`src/rtl/trax_force_scheduler.sv`:
```
// Forced-move scheduler: sweeps the board RAM in row-major order, presents each empty cell's
// neighbours to the forced-move checker and writes back forced tiles until a pass is quiet.
module trax_force_scheduler #(
  parameter int unsigned ROWS       = 8,
  parameter int unsigned COLS       = 8,
  parameter int unsigned ADDR_W     = 6,
  parameter int unsigned MAX_PASSES = 16
) (
  input  logic              clk,
  input  logic              rst,
  input  logic              start,
  output logic              busy,
  output logic              done,
  output logic              error,
  output logic [1:0]        error_code,
  output logic [ADDR_W-1:0] error_addr,
  output logic [7:0]        placed_count,
  output logic [ADDR_W-1:0] mem_addr,
  output logic              mem_rd_en,
  input  logic [3:0]        mem_rdata,
  output logic              mem_we,
  output logic [3:0]        mem_wdata,
  output logic [3:0]        chk_left,
  output logic [3:0]        chk_down,
  output logic [3:0]        chk_right,
  output logic [3:0]        chk_up,
  output logic [3:0]        chk_tile,
  input  logic [3:0]        chk_tile_out,
  input  logic              chk_error
);

  localparam int unsigned RW = (ROWS > 1) ? $clog2(ROWS) : 1;
  localparam int unsigned CW = (COLS > 1) ? $clog2(COLS) : 1;
  localparam int unsigned PW = $clog2(MAX_PASSES + 1);
  localparam logic [ADDR_W-1:0] LastCell = ADDR_W'(ROWS * COLS - 1);
  localparam logic [ADDR_W-1:0] ColsA    = ADDR_W'(COLS);
  localparam logic [RW-1:0]     LastRow  = RW'(ROWS - 1);
  localparam logic [CW-1:0]     LastCol  = CW'(COLS - 1);
  localparam logic [PW-1:0]     LastPass = PW'(MAX_PASSES - 1);

  typedef enum logic [3:0] {
    StIdle, StRc, StRl, StRd, StRr, StRu, StEv, StWr, StNext, StDone
  } state_e;

  state_e            state_q, state_d;
  logic [ADDR_W-1:0] cell_q, cell_d, eaddr_q, eaddr_d;
  logic [RW-1:0]     row_q, row_d;
  logic [CW-1:0]     col_q, col_d;
  logic [PW-1:0]     pass_q, pass_d;
  logic              changed_q, changed_d, rd_prev_q;
  logic [3:0]        left_q, left_d, down_q, down_d, right_q, right_d, up_q, up_d;
  logic              busy_q, busy_d, done_q, done_d, we_q, we_d, error_q, error_d;
  logic [3:0]        wdata_q, wdata_d;
  logic [1:0]        code_q, code_d;
  logic [7:0]        placed_q, placed_d;
  logic [3:0]        rd_val;

  // Off-board slots issue no read, so whatever the RAM still drives is masked to empty.
  assign rd_val = rd_prev_q ? mem_rdata : 4'd0;

  assign busy         = busy_q;
  assign done         = done_q;
  assign error        = error_q;
  assign error_code   = code_q;
  assign error_addr   = eaddr_q;
  assign placed_count = placed_q;
  assign mem_we       = we_q;
  assign mem_wdata    = wdata_q;
  assign chk_left     = left_q;
  assign chk_down     = down_q;
  assign chk_right    = right_q;
  assign chk_up       = (state_q == StEv) ? rd_val : up_q;
  assign chk_tile     = 4'd0;

  // Read strobes depend on the centre tile arriving in RL, so they are decoded combinationally.
  always_comb begin
    mem_rd_en = 1'b0;
    mem_addr  = '0;
    case (state_q)
      StRc: begin
        mem_rd_en = 1'b1;
        mem_addr  = cell_q;
      end
      StRl: if (mem_rdata == 4'd0 && col_q != '0) begin
        mem_rd_en = 1'b1;
        mem_addr  = cell_q - ADDR_W'(1);
      end
      StRd: if (row_q != LastRow) begin
        mem_rd_en = 1'b1;
        mem_addr  = cell_q + ColsA;
      end
      StRr: if (col_q != LastCol) begin
        mem_rd_en = 1'b1;
        mem_addr  = cell_q + ADDR_W'(1);
      end
      StRu: if (row_q != '0) begin
        mem_rd_en = 1'b1;
        mem_addr  = cell_q - ColsA;
      end
      StWr:    mem_addr = cell_q;
      default: ;
    endcase
  end

  always_comb begin
    state_d   = state_q;
    cell_d    = cell_q;
    row_d     = row_q;
    col_d     = col_q;
    pass_d    = pass_q;
    changed_d = changed_q;
    left_d    = left_q;
    down_d    = down_q;
    right_d   = right_q;
    up_d      = up_q;
    busy_d    = busy_q;
    done_d    = 1'b0;
    we_d      = 1'b0;
    wdata_d   = wdata_q;
    error_d   = error_q;
    code_d    = code_q;
    eaddr_d   = eaddr_q;
    placed_d  = placed_q;
    case (state_q)
      StIdle: if (start) begin
        state_d   = StRc;
        busy_d    = 1'b1;
        error_d   = 1'b0;
        code_d    = 2'd0;
        eaddr_d   = '0;
        placed_d  = 8'd0;
        cell_d    = '0;
        row_d     = '0;
        col_d     = '0;
        pass_d    = '0;
        changed_d = 1'b0;
      end
      StRc: state_d = StRl;
      StRl: state_d = (mem_rdata != 4'd0) ? StNext : StRd;
      StRd: begin
        left_d  = rd_val;
        state_d = StRr;
      end
      StRr: begin
        down_d  = rd_val;
        state_d = StRu;
      end
      StRu: begin
        right_d = rd_val;
        state_d = StEv;
      end
      StEv: begin
        up_d = rd_val;
        if (chk_error) begin
          error_d = 1'b1;
          code_d  = 2'd1;
          eaddr_d = cell_q;
          done_d  = 1'b1;
          state_d = StDone;
        end else if (chk_tile_out != 4'd0) begin
          we_d    = 1'b1;
          wdata_d = chk_tile_out;
          state_d = StWr;
        end else begin
          state_d = StNext;
        end
      end
      StWr: begin
        placed_d  = (placed_q == 8'hff) ? placed_q : placed_q + 8'd1;
        changed_d = 1'b1;
        state_d   = StNext;
      end
      StNext: begin
        if (cell_q == LastCell) begin
          if (!changed_q) begin
            done_d  = 1'b1;
            state_d = StDone;
          end else if (pass_q == LastPass) begin
            error_d = 1'b1;
            code_d  = 2'd2;
            done_d  = 1'b1;
            state_d = StDone;
          end else begin
            pass_d    = pass_q + PW'(1);
            cell_d    = '0;
            row_d     = '0;
            col_d     = '0;
            changed_d = 1'b0;
            state_d   = StRc;
          end
        end else begin
          cell_d = cell_q + ADDR_W'(1);
          if (col_q == LastCol) begin
            col_d = '0;
            row_d = row_q + RW'(1);
          end else begin
            col_d = col_q + CW'(1);
          end
          state_d = StRc;
        end
      end
      StDone: begin
        busy_d  = 1'b0;
        state_d = StIdle;
      end
      default: state_d = StIdle;
    endcase
  end

  always_ff @(posedge clk) begin
    if (rst) begin
      state_q   <= StIdle;
      cell_q    <= '0;
      row_q     <= '0;
      col_q     <= '0;
      pass_q    <= '0;
      changed_q <= 1'b0;
      rd_prev_q <= 1'b0;
      left_q    <= 4'd0;
      down_q    <= 4'd0;
      right_q   <= 4'd0;
      up_q      <= 4'd0;
      busy_q    <= 1'b0;
      done_q    <= 1'b0;
      we_q      <= 1'b0;
      wdata_q   <= 4'd0;
      error_q   <= 1'b0;
      code_q    <= 2'd0;
      eaddr_q   <= '0;
      placed_q  <= 8'd0;
    end else begin
      state_q   <= state_d;
      cell_q    <= cell_d;
      row_q     <= row_d;
      col_q     <= col_d;
      pass_q    <= pass_d;
      changed_q <= changed_d;
      rd_prev_q <= mem_rd_en;
      left_q    <= left_d;
      down_q    <= down_d;
      right_q   <= right_d;
      up_q      <= up_d;
      busy_q    <= busy_d;
      done_q    <= done_d;
      we_q      <= we_d;
      wdata_q   <= wdata_d;
      error_q   <= error_d;
      code_q    <= code_d;
      eaddr_q   <= eaddr_d;
      placed_q  <= placed_d;
    end
  end

endmodule

```
`config.mk`:
```
export PLATFORM = sky130hd
export DESIGN_NAME = trax_force_scheduler
export DESIGN_NICKNAME = d
export VERILOG_FILES = /design/src/rtl/trax_force_scheduler.sv
export SDC_FILE = /design/constraint.sdc
export NUM_CORES = 1
export LEC_CHECK = 0
export BUFFER_PORTS_ARGS = -buffer_cell sky130_fd_sc_hd__buf_2
export CAP_MARGIN = 40
export CORE_MARGIN = 4
export CORE_UTILIZATION = 45
export DETAILED_ROUTE_END_ITERATION = 10
export HOLD_SLACK_MARGIN = 0.02
export PLACE_DENSITY = 0.67
export SLEW_MARGIN = 40
export SYNTH_ARGS = -nofsm -noshare
export SYNTH_HDL_FRONTEND = slang
export SYNTH_SLANG_ARGS = --single-unit
```
`constraint.sdc`:
```
create_clock -name clk -period 4 [get_ports clk]
set_clock_uncertainty 0.15 [all_clocks]
set_input_delay 0.4 -clock clk [delete_from_list [all_inputs] [get_ports clk]]
set_output_delay 0.4 -clock clk [all_outputs]
set_load 0.02 [all_outputs]
```
==> impl_metrics.csv <==
group,metric,value,unit
run_status,status,"finished, final reports clean",
synthesis,netlist_instances,422,
clocking,clockBufferDepth,2,
clocking,clock-root-buffer,"clkbuf_8",
synthesis,synth_simple_gate_area_share,0.271,
power,p_seq_frac,0.477,
setup_path,critPathKind,"reg2out",
detailed_routing,wl,8.52,mm
synthesis,synth_top_area_share,0.366,
synthesis,synth-seq-area-share,0.366,
global_route,overflow,0,
global_route,grt_pass1_wl,14.1,mm
timing,drv_slew,0,
run,drv_cap,0,
placement,dpl_cell_area,3740,sq um
clocking,cts_tree,"built",
placement,hpwl,6.03,mm
detailed_routing,drt-vias-per-instance,5.54,
finish,stdcell_area,3960,sq um
clocking,cts_max_level,3,
power,p_leak,0.00159,uW
synthesis,synth-async-reset-ratio,0,
power,power_frac_clock,0.436,
setup_path,critPathMaxFanout,24,
timing,tns,0,ns
timing,hold_violations,0,
timing,maxSlewHeadroom,0.515,
setup_path,endpoint_kind,"output pin",
finish,ff_latch_area,1260,sq um
setup_path,crit_arrival,2.79,ns
finish,fillers,721,
setup_path,timing.critical_path.from,"state_q[2]",
setup_path,start_kind,"register",
global_route,grt_use_total,0.198,
die,die_width,95.5,um
worst_hold_path,hp-class,"in2reg",
global_route,grt_max_degree,54,
die,rows,31,
placement,dp_cells,554,
synthesis,synth_mux_area_frac,0.0349,
timing,fin_ws,0.659,ns
synthesis,yosys_most_used_dff,"dfxtp_1",
clocking,clk_pin_slew,0.07,ns
synthesis,yosys_warnings,0,
setup_path,crit_required,3.45,ns
power,p_comb_frac,0.088,
synthesis,syn_area,3440,sq um
detailed_routing,vias,3160,
power,p_int,1000,uW
finish,diodes,0,
power,p_sw_frac,0.265,
finish,multi_input_area,2000,sq um
power,p_switching,361,uW
synthesis,synthTopCellsByArea,"dfxtp_1 (37%), a21oi_1 (6.1%), nor2_1 (6.0%), ha_1 (5.1%), mux2i_1 (3.5%)",
clocking,cts_resized,0,
die,dieArea,9110,sq um
clocking,clk_latency,0.34,ns
synthesis,synth.largest_area_cell,"dfxtp_1",
synthesis,ys_ff_latch,63,
synthesis,synthXorXnorAreaFrac,0.0102,
synthesis,yosys-top-cells-count,"dfxtp_1 (63), nor2_1 (55), a21oi_1 (42), nand2_1 (28), o21ai_0 (19)",
placement,portBuffers,58,
timing,fin_crit_sh,0.835,
worst_hold_path,min_from,"chk_tile_out[1]",
timing,fmax,0.299,GHz
die,placeableCoreArea,7330,sq um
detailed_routing,post_drt_wl_per_cell,14.9,um
synthesis,yosys.area_share.adder,0.0509,
die,die_h,95.5,um
synthesis,synth_compound_area_frac,0.207,
timing,worst_pin_slew,0.717,ns
finish,drive_gt1_frac,0.191,
placement,post-place-ws,1.03,ns
power,cellPowerDensity,344,nW/um^2
timing,setup_viol,0,
setup_path,r2r_start,"state_q[1]",
clocking,cts_setup_buffers,0,
synthesis,synth_top_family_by_area,"simple AND/OR/NAND/NOR gates",
synthesis,postSynthAreaPerCell,8.16,sq um
detailed_routing,drt_iter0_drc,253,
clocking,cts.sinks,63,
global_route,antenna_found_initial,0,
finish,syn2layout_area_growth,15.0,%
detailed_routing,drtAntennaViolNets,0,
finish,fin_nets,492,
synthesis,synth-edff-count,0,
die,io_pins,63,
placement,gp_congestion,0.876,
power,peakVddDrop,153,uV
global_route,grt_pass1_vias,2952,
die,initial_core_util,0.470,
clocking,hold_buffers,0,
timing,fin_crit,3.34,ns
synthesis,synth_cell_types,64,
detailed_routing,dr.pass1.iters,4,
finish,finalNonFillerCells,570,
synthesis,yosysMostFrequentCell,"dfxtp_1",
clocking,cts_made_buffers,9,
detailed_routing,drc,0,
timing,rsz0062_at_grt,"no",
final timing paths:
check	slack, ns	to	cells past startpoint
min reg2reg	0.33	error	1
max	0.66	mem_addr[2]	5
min	0.17	mem_wdata[1]	3
max reg2reg	1.29	mem_wdata[3]	4
layout make-up:
class	instances	area share
Timing Repair Buffer	60	0.0777
Clock buffer	11	0.0382
Sequential cell	63	0.318
Tap cell	99	0.0313
Inverter	15	0.0142
Clock inverter	5	0.0161
Multi-Input combinational cell	317	0.504
per-layer routing:
layer	track usage	up-vias	routed length, um
met5	0	-	0
met4	0.0889	0	172
met3	0.0442	15	455
met2	0.309	83	3890
met1	0.262	1460	4000
li1	-	1602	-
placed cells by master (no fill, tap or decap), drive strengths merged, types with 2 or more instances in the layout:
master / instances
conb: 4
inv: 17
o221ai: 2
nor3: 14
mux2i: 12
nand4b: 3
buf: 60
and2: 3
o31ai: 10
or4b: 3
xnor2: 3
nor4: 7
a211oi: 7
o21a: 3
a21oi: 43
a221oi: 3
a2111oi: 3
nor2b: 11
nand2b: 9
or4: 8
nor2: 55
nand4: 2
dfxtp: 63
ha: 14
nand3: 10
o31a: 3
and3: 5
nand4bb: 3
nand2: 28
a2bb2oi: 2
clkbuf: 11
a221o: 2
o21ai: 21
o22ai: 2
or3: 5
worst max-delay path, cell delays in order, from the launching register on:
cell      delay (ns)
dfxtp_1         0.75
or4b_2          0.81
nor2_1          0.38
a221oi_1        0.17
a21oi_1         0.16
buf_2           0.18
metrics by stage:
stage / hold WS, ns / total power [uW] / util
2_1_floorplan: 0.298 / 754 / -
3_3_place_gp: 0.308 / 781 / 0.510
3_5_place_dp: 0.313 / 782 / 0.510
4_1_cts: 0.146 / 1380 / 0.539
5_1_grt: 0.178 / 1430 / 0.540
6_report: 0.169 / 1360 / 0.540
state kept, by name (all words and copies together) (netlist names), 4 cells and up:
signal / cells
placed_count: 8
cell_q: 6
error_addr: 6
pass_q: 5
chk_down: 4
chk_left: 4
chk_right: 4
mem_wdata: 4
state_q: 4
up_q: 4
power groups by stage:
stage	Sequential, uW	Combinational (uW)	Clock, uW
after global placement	663	118	0
after floorplan	658	95.3	0
after CTS	649	119	610
after detailed placement	664	118	0
final	650	119	594
after global routing	652	133	645
cells by family after synthesis:
| family | Yosys count |
|---|---|
| adder cells (fa/ha/maj) | 14 |
| XOR/XNOR | 4 |
| AO/OA/AOI/OAI | 110 |
| AND/OR/NAND/NOR | 173 |
| buffers and inverters | 45 |
| other | 1 |
| flip-flops | 63 |
| multiplexers | 12 |
Note: power is estimated with default switching activity, not from simulation.
